## src/rtl/qupls4_fu_credit_tracker_pkg.sv

```systemverilog
`default_nettype none
// ----------------------------------------------------------------------------
// qupls4_fu_credit_tracker_pkg : FU indices and RS credit-tracking constants
// Rev 1.0
// ----------------------------------------------------------------------------
package qupls4_fu_credit_tracker_pkg;

  localparam int NFU      = 16;
  localparam int NLANE    = 4;
  localparam int RS_DEPTH = 4;
  localparam int HEADROOM = 1;

  localparam int FU_W  = 4;
  localparam int CNT_W = $clog2(RS_DEPTH + 1);
  localparam int INC_W = $clog2(NLANE + 1);
  localparam int SUM_W = $clog2(RS_DEPTH + NLANE) + 1;

  typedef logic [FU_W-1:0] fu_idx_t;

  localparam fu_idx_t FU_NONE = 4'd15;
  localparam fu_idx_t SAU0    = 4'd0;
  localparam fu_idx_t SAU1    = 4'd1;
  localparam fu_idx_t MUL     = 4'd2;
  localparam fu_idx_t DIV     = 4'd3;
  localparam fu_idx_t FMA0    = 4'd4;
  localparam fu_idx_t TRIG    = 4'd6;
  localparam fu_idx_t FCU     = 4'd7;
  localparam fu_idx_t AGEN0   = 4'd8;
  localparam fu_idx_t FPU     = 4'd12;

endpackage
`default_nettype wire

```

## src/rtl/qupls4_fu_credit_tracker_counter.sv

```systemverilog
`default_nettype none
// ----------------------------------------------------------------------------
// qupls4_fu_credit_counter : one RS occupancy counter with saturation/flush
// Rev 1.0
// ----------------------------------------------------------------------------
module qupls4_fu_credit_counter
  import qupls4_fu_credit_tracker_pkg::*;
(
  input  logic             clk,
  input  logic             rst,
  input  logic             flush,
  input  logic [INC_W-1:0] inc,
  input  logic             dec,
  output logic [CNT_W-1:0] cnt,
  output logic             busy,
  output logic             ovf,
  output logic             unf
);

  logic [SUM_W-1:0] raw;
  logic [SUM_W-1:0] nxt;

  // raw is cnt+inc; an empty result with a release pending is the only underflow case
  always_comb begin
    raw = SUM_W'(cnt) + SUM_W'(inc);
    nxt = raw;
    ovf = 1'b0;
    unf = 1'b0;
    if (flush) begin
      nxt = '0;
    end else if (dec && raw == '0) begin
      unf = 1'b1;
    end else begin
      nxt = raw - SUM_W'(dec);
      if (nxt > SUM_W'(RS_DEPTH)) begin
        nxt = SUM_W'(RS_DEPTH);
        ovf = 1'b1;
      end
    end
  end

  always_ff @(posedge clk or negedge rst) begin
    if (!rst) begin
      cnt  <= '0;
      busy <= 1'b0;
    end else begin
      cnt  <= nxt[CNT_W-1:0];
      busy <= (nxt + SUM_W'(HEADROOM)) >= SUM_W'(RS_DEPTH);
    end
  end

endmodule
`default_nettype wire

```

## src/rtl/qupls4_fu_credit_tracker.sv

```systemverilog
`default_nettype none
// ----------------------------------------------------------------------------
// qupls4_fu_credit_tracker : per-FU RS occupancy and dispatcher busy vector
// Rev 1.0
// ----------------------------------------------------------------------------
module qupls4_fu_credit_tracker
  import qupls4_fu_credit_tracker_pkg::*;
(
  input  logic                  clk,
  input  logic                  rst,
  input  logic                  flush,
  input  logic [NLANE-1:0]      disp_v,
  input  logic [NLANE*FU_W-1:0] disp_fu,
  input  logic [NFU-1:0]        rel,
  input  logic [NFU-1:0]        fu_disable,
  output logic [NFU-1:0]        busy,
  output logic [NFU*CNT_W-1:0]  cnt,
  output logic                  err_ovf,
  output logic                  err_unf
);

  logic [INC_W-1:0] inc [NFU-1];
  logic [NFU-2:0]   busy_q;
  logic [NFU-2:0]   ovf_p;
  logic [NFU-2:0]   unf_p;
  logic             unused_fu_none;

  // FU_NONE is never tracked, so its disable bit has no effect
  assign unused_fu_none = fu_disable[NFU-1];

  always_comb begin
    for (int f = 0; f < NFU - 1; f++) begin
      inc[f] = '0;
      for (int k = 0; k < NLANE; k++) begin
        if (disp_v[k] && disp_fu[k*FU_W +: FU_W] == FU_W'(f))
          inc[f] = inc[f] + INC_W'(1);
      end
    end
  end

  generate
    for (genvar f = 0; f < NFU - 1; f++) begin : g_fu
      qupls4_fu_credit_counter u_cnt (
        .clk   (clk),
        .rst   (rst),
        .flush (flush),
        .inc   (inc[f]),
        .dec   (rel[f]),
        .cnt   (cnt[f*CNT_W +: CNT_W]),
        .busy  (busy_q[f]),
        .ovf   (ovf_p[f]),
        .unf   (unf_p[f])
      );
    end
  endgenerate

  assign cnt[NFU*CNT_W-1 -: CNT_W] = '0;
  assign busy = {1'b0, busy_q | fu_disable[NFU-2:0]};

  always_ff @(posedge clk or negedge rst) begin
    if (!rst) begin
      err_ovf <= 1'b0;
      err_unf <= 1'b0;
    end else begin
      err_ovf <= err_ovf | (|ovf_p);
      err_unf <= err_unf | (|unf_p);
    end
  end

endmodule
`default_nettype wire
```

## config.mk

```make
export PLATFORM = sky130hd
export DESIGN_NAME = qupls4_fu_credit_tracker
export DESIGN_NICKNAME = d
export VERILOG_FILES = /design/src/rtl/qupls4_fu_credit_tracker_pkg.sv /design/src/rtl/qupls4_fu_credit_tracker_counter.sv /design/src/rtl/qupls4_fu_credit_tracker.sv
export SDC_FILE = /design/constraint.sdc
export NUM_CORES = 1
export LEC_CHECK = 0
export BUFFER_PORTS_ARGS = -buffer_cell sky130_fd_sc_hd__buf_2
export CAP_MARGIN = 20
export CORE_ASPECT_RATIO = 0.5
export CORE_MARGIN = 4
export CORE_UTILIZATION = 45
export CTS_BUF_LIST = sky130_fd_sc_hd__clkbuf_2 sky130_fd_sc_hd__clkbuf_4 sky130_fd_sc_hd__clkbuf_8
export CTS_CLUSTER_SIZE = 10
export DETAILED_ROUTE_END_ITERATION = 16
export GPL_TIMING_DRIVEN = 0
export PLACE_DENSITY = 0.69
export SKIP_CTS_REPAIR_TIMING = 1
export SYNTH_ARGS = -nofsm -noshare
export SYNTH_HDL_FRONTEND = slang
export SYNTH_HIERARCHICAL = 1
export SYNTH_SLANG_ARGS = --single-unit
```

## constraint.sdc

```tcl
create_clock -name clk -period 3.8 [get_ports clk]
set_input_delay 0.38 -clock clk [delete_from_list [all_inputs] [get_ports clk]]
set_output_delay 0.38 -clock clk [all_outputs]
set_load 0.1 [all_outputs]
```

## After elaboration in Yosys (flattened, before gate mapping)

Cells that the tools add are included.

- $add $sub $neg: 90
- $mul: 0
- Divide/modulo/power cells: 0
- Order comparisons: 30
- Equal/unequal tests: 56
- Shifts and indexed selects: 0
- Multiplexer cells: 180
- Bitwise operators: 3
- Reductions and logical operators: 96

Operator list:

| operator | count |
|---|---|
| $mux 4 | 45 |
| $add 3x1->3 const B | 45 |
| $mux 3 | 45 |
| $eq 4x4->1 const B | 28 |
| $mux 1 | 90 |
| $logic_not 4->1 | 19 |
| $logic_and 1x1->1 | 75 |
| $eq 4x3->1 const B | 16 |
| $add 3x3->4 | 15 |
| $add 4x1->4 const B | 15 |
| $ge 4x3->1 const B | 15 |
| $gt 4x3->1 const B | 15 |
| $sub 4x1->4 | 15 |
| $eq 4x2->1 const B | 8 |
| $reduce_or 15->1 | 2 |
| $eq 4x1->1 const B | 4 |
| $or 15x15->15 | 1 |
| $or 1x1->1 | 2 |

- Register bits: 62
- Bits in latches: 0
- RAM bits: 0
- ROM bits: 0
- Memories kept: 0

## Logic depth before layout (Yosys ltp)

- Depth after elaboration: 17
- Gate-level depth with buffers: 20
- Mapped depth without buffers: 19

## Modules after synthesis

The synthesis kept the hierarchy.

By module, submodules not included:

| module | times used | cells each | area each (µm²) | seq. area each (µm²) |
|---|---|---|---|---|
| qupls4_fu_credit_counter (g_fu[0].u_cnt ...) | 11 | 32 | 346.6 | 100.1 |
| qupls4_fu_credit_tracker | 1 | 475 | 3,240.6 | 50.0 |
| qupls4_fu_credit_counter (g_fu[6].u_cnt ...) | 4 | 34 | 349.1 | 100.1 |

## Worst setup path after synthesis

Ideal clock, no wire load.

- Path kind: input-to-reg
- From: in disp_fu[1]
- To: reg err_ovf
- Arrival: 3,746 ps
- Required time: 3,658 ps
- Path slack: -89 ps
- Stages on the path: 18
- Buffers on the path: 1
- Cell sequence: clkbuf_1 > nand2b_1 > nor3_1 > ha_1 > or3_1 > o21ai_0 > ha_1 > nor3_1 > a31oi_1 > fa_1 > inv_1 > ha_1 > xnor3_2 > a21oi_2 > inv_2 > a21oi_1 > nor4_1 > nand4_1

RTL lines:

| item | line | text |
|---|---|---|
| from (decl) | qupls4_fu_credit_tracker.sv:13 | `input logic [NLANE*FU_W-1:0] disp_fu,` |
| to (signal assigned) | qupls4_fu_credit_tracker.sv:65 | `err_ovf <= err_ovf \| (\|ovf_p);` |
| to (decl) | qupls4_fu_credit_tracker.sv:18 | `output logic err_ovf,` |

==> impl_metrics.toml <==
[global_route]
antenna_found_initial = 1
grtUsageTotal_pct = 22.1
grt_overflow = 0
grt_max_degree = 63
grt_pass1_wl_mm = 38.5
grt_pass1_vias = 7677

[setup_path]
worstPathRequired_ns = 4.11
crit_path_end_kind = "register"
reg2reg_depth = 10
cpMaxStageDelayCell = "fa_1"
r2r_slack_ns = 1.15
worst_setup_path_start_kind = "input pin"
timing.rr.start = "g_fu[7].u_cnt/cnt[0]"
arrival_ns = 4.02
r2r-end = "err_ovf"
cp_cell_sequence = "clkbuf_4 -> nand2_1 -> or2_2 -> nor2_1 -> ha_1 -> o32a_1 -> a221oi_1 -> ha_2 -> fa_1 -> inv_1 -> ha_1 -> xnor3_2 -> a21oi_2 -> inv_2 -> a21oi_2 -> nor4_1 -> nand4_1"
max_stage_delay_ns = 0.40
critPathMaxFanout = 6
path_class = "input pin to register"

[sta]
period_share_pct = 97.8
finalHoldViolations = 0
maxSlewViolCount = 0
max_slew.worst_pin.slew_ns = 0.947
setup_violations = 0
fin_skew_ns = 0.0128
max_freq_ghz = 0.269
min_period_ns = 3.72
whs_ns = 0.0969
setup_ws_ns = 0.0824
tns_ns = 0
maxSlewHeadroom_pct = 36.3

[placed_design]
place_congestion = 0.965
hpwl_mm = 19.0
numPortBuffers = 110
pre_cts_ws_ns = -1.23

[die]
ios = 121
chipWidth_um = 202
core_area_sq_mm = 0.0184
start_util_pct = 45.9
rows = 35
chipHeight_um = 105
dieArea_sq_mm = 0.0212

[detailed_routing]
drt_first_pass_iters = 5
ant_nets = 0
via_count = 8168
via_per_inst = 6.00
drt_iter0_markers = 648
remaining_drc_errors = 0
wl_per_cell_um = 18.7
routed_wl_mm = 25.4

[status]
status = "finished clean"

[synthesis]
synthArstFlopShare_pct = 100
synth_edf_count = 0
ys_types = 60
synth_cells = 963
synth_area_leader_cell = "dfrtp_1"
synth_area_leaders = "dfrtp_1 (18%), ha_1 (18%), xor2_1 (4.8%)"
yosys_most_used_dff = "dfrtp_1"
ys_seq_area_share_pct = 18.4
ys_seq_elements = 62
synth_area_per_cell_sq_um = 8.77
synth.top_cell.area_share_pct = 18.4
yosys_warnings = 6
synthesis.area_sq_mm = 0.00845

[power]
p_seq_share_pct = 15.8
p_comb_share_pct = 76.3
p_sw_mw = 4.09
p_sw_share_pct = 58.8
powerDensity_mw_per_mm2 = 652
p_leak_nw = 5.02
p_int_mw = 2.86
max-vdd-ir-drop_mv = 0.442
power.share.clock_pct = 7.9

[run]
maxCapViolations = 0

[clocking]
root_buffer = "clkbuf_8"
numCtsBuffers = 9
clockBufferDepth = 2
h-tree-depth = 3
clk_transition_reported_paths_ns = 0.08
cts_tree = "yes"
clock-sinks = 62
clock_latency_ns = 0.38

[finish]
drive_gt1_share_pct = 37.9
n_fill_cell = 1640
multi_input_area_sq_mm = 0.00729
fin_util_pct = 58.0
syn_to_final_growth_pct = 26.3
ff_latch_area_sq_mm = 0.00155
nets = 1306
num_antenna_cells = 0

[min_path]
hold_path.class = "input pin to asynchronous set/reset pin"
## routing by layer
layer	track usage (%)	share of wire, %	up-vias
met1	29.9	45	3935
met2	36.3	47	279
met3	5.30	6.3	33
met5	0	0.051	-
met4	4.63	1.7	2
li1	-	-	3919
## logic make-up after synthesis
| group | Yosys count | share of synthesized area (%) |
|---|---|---|
| XOR/XNOR | 73 | 10.2 |
| AO/OA/AOI/OAI | 251 | 22.1 |
| flip-flops | 62 | 18.4 |
| AND/OR/NAND/NOR | 309 | 20.3 |
| buffers and inverters | 117 | 5.83 |
| adder cells (fa/ha/maj) | 135 | 21.3 |
| other | 1 | 0.0444 |
| multiplexers | 15 | 1.78 |
## how the worst max path moves through the flow
| stage | from | endpoint | slack (ns) | cells after the start |
|---|---|---|---|---|
| after floorplan | disp_fu[1] | err_ovf | 0.002 | 18 |
| after global placement | disp_fu[5] | err_ovf | -1.13 | 19 |
| after detailed placement | disp_fu[5] | err_ovf | -1.23 | 19 |
| after CTS | disp_fu[5] | err_ovf | -0.87 | 19 |
| after global routing | disp_fu[6] | err_ovf | -0.04 | 17 |
| final | disp_fu[7] | err_ovf | 0.08 | 17 |
## metrics by stage
stage / total power, mW / instance area (sq um) / cells
CTS: 6.47 / 9500 / 1332
detailed placement: 5.88 / 9320 / 1316
floorplan: 5.03 / 8470 / 966
finish: 6.96 / 10700 / 1361
global placement: 5.79 / 9320 / 1316
global route: 7.39 / 10700 / 1361
## sequential cells by signal (all words and copies together) (netlist names)
signal	cells
g_fu.u_cnt/cnt	45
g_fu.u_cnt/busy	15
err_ovf	1
err_unf	1
## cells in the final DEF (no fill, tap or decap), types with 18 or more instances in the layout
| master | n |
|---|---|
| ha_1 | 97 |
| nor4_1 | 35 |
| or2_2 | 18 |
| a21oi_1 | 58 |
| a21oi_2 | 29 |
| nor3_1 | 21 |
| nand2_1 | 25 |
| buf_4 | 37 |
| xor2_1 | 37 |
| inv_2 | 24 |
| a21o_1 | 19 |
| buf_2 | 120 |
| o21ai_0 | 19 |
| inv_1 | 48 |
| nand3_1 | 31 |
| dfrtp_1 | 62 |
| nand4_1 | 30 |
| nor2_1 | 36 |
## worst max-delay path: cells and delay by family
kind	cells	cell delay [ns]
buffers and inverters	3	0.37
adder cells (fa/ha/maj)	4	1.17
AO/OA/AOI/OAI	4	1.04
AND/OR/NAND/NOR	5	0.69
XOR/XNOR	1	0.36
## cells in the mapped netlist (14+ instances only)
master,instances
a21o_1,19
a21oi_1,66
a21oi_2,30
and3_1,16
buf_2,15
clkbuf_1,20
dfrtp_1,62
fa_1,15
ha_1,120
inv_1,57
inv_2,15
mux2i_1,15
nand2_1,31
nand2b_1,14
nand3_1,33
nand4_1,30
nor2_1,46
nor2b_1,19
nor3_1,37
nor4_1,40
o21a_1,15
o21ai_0,31
o32a_1,16
or2_2,19
xnor3_2,15
xor2_1,46
## power groups by stage
stage | logic [mW] | clock network [mW] | registers [mW]
6_report | 5.31 | 0.552 | 1.10
3_3_place_gp | 4.68 | 0 | 1.11
2_1_floorplan | 2.65 | 0 | 2.37
4_1_cts | 4.80 | 0.574 | 1.10
5_1_grt | 5.65 | 0.601 | 1.13
3_5_place_dp | 4.78 | 0 | 1.11
## area by class of cell
cell class                 instances  area share (%)
buffer                            44            2.47
clock buffer                      12            1.43
clock inverter                     4           0.211
inverter                          72            2.53
multi-input combinational        787            68.3
sequential                        62            14.5
tap                              240            2.81
timing repair buffer             140            7.67
No activity file was read; power rests on OpenSTA's default activity.
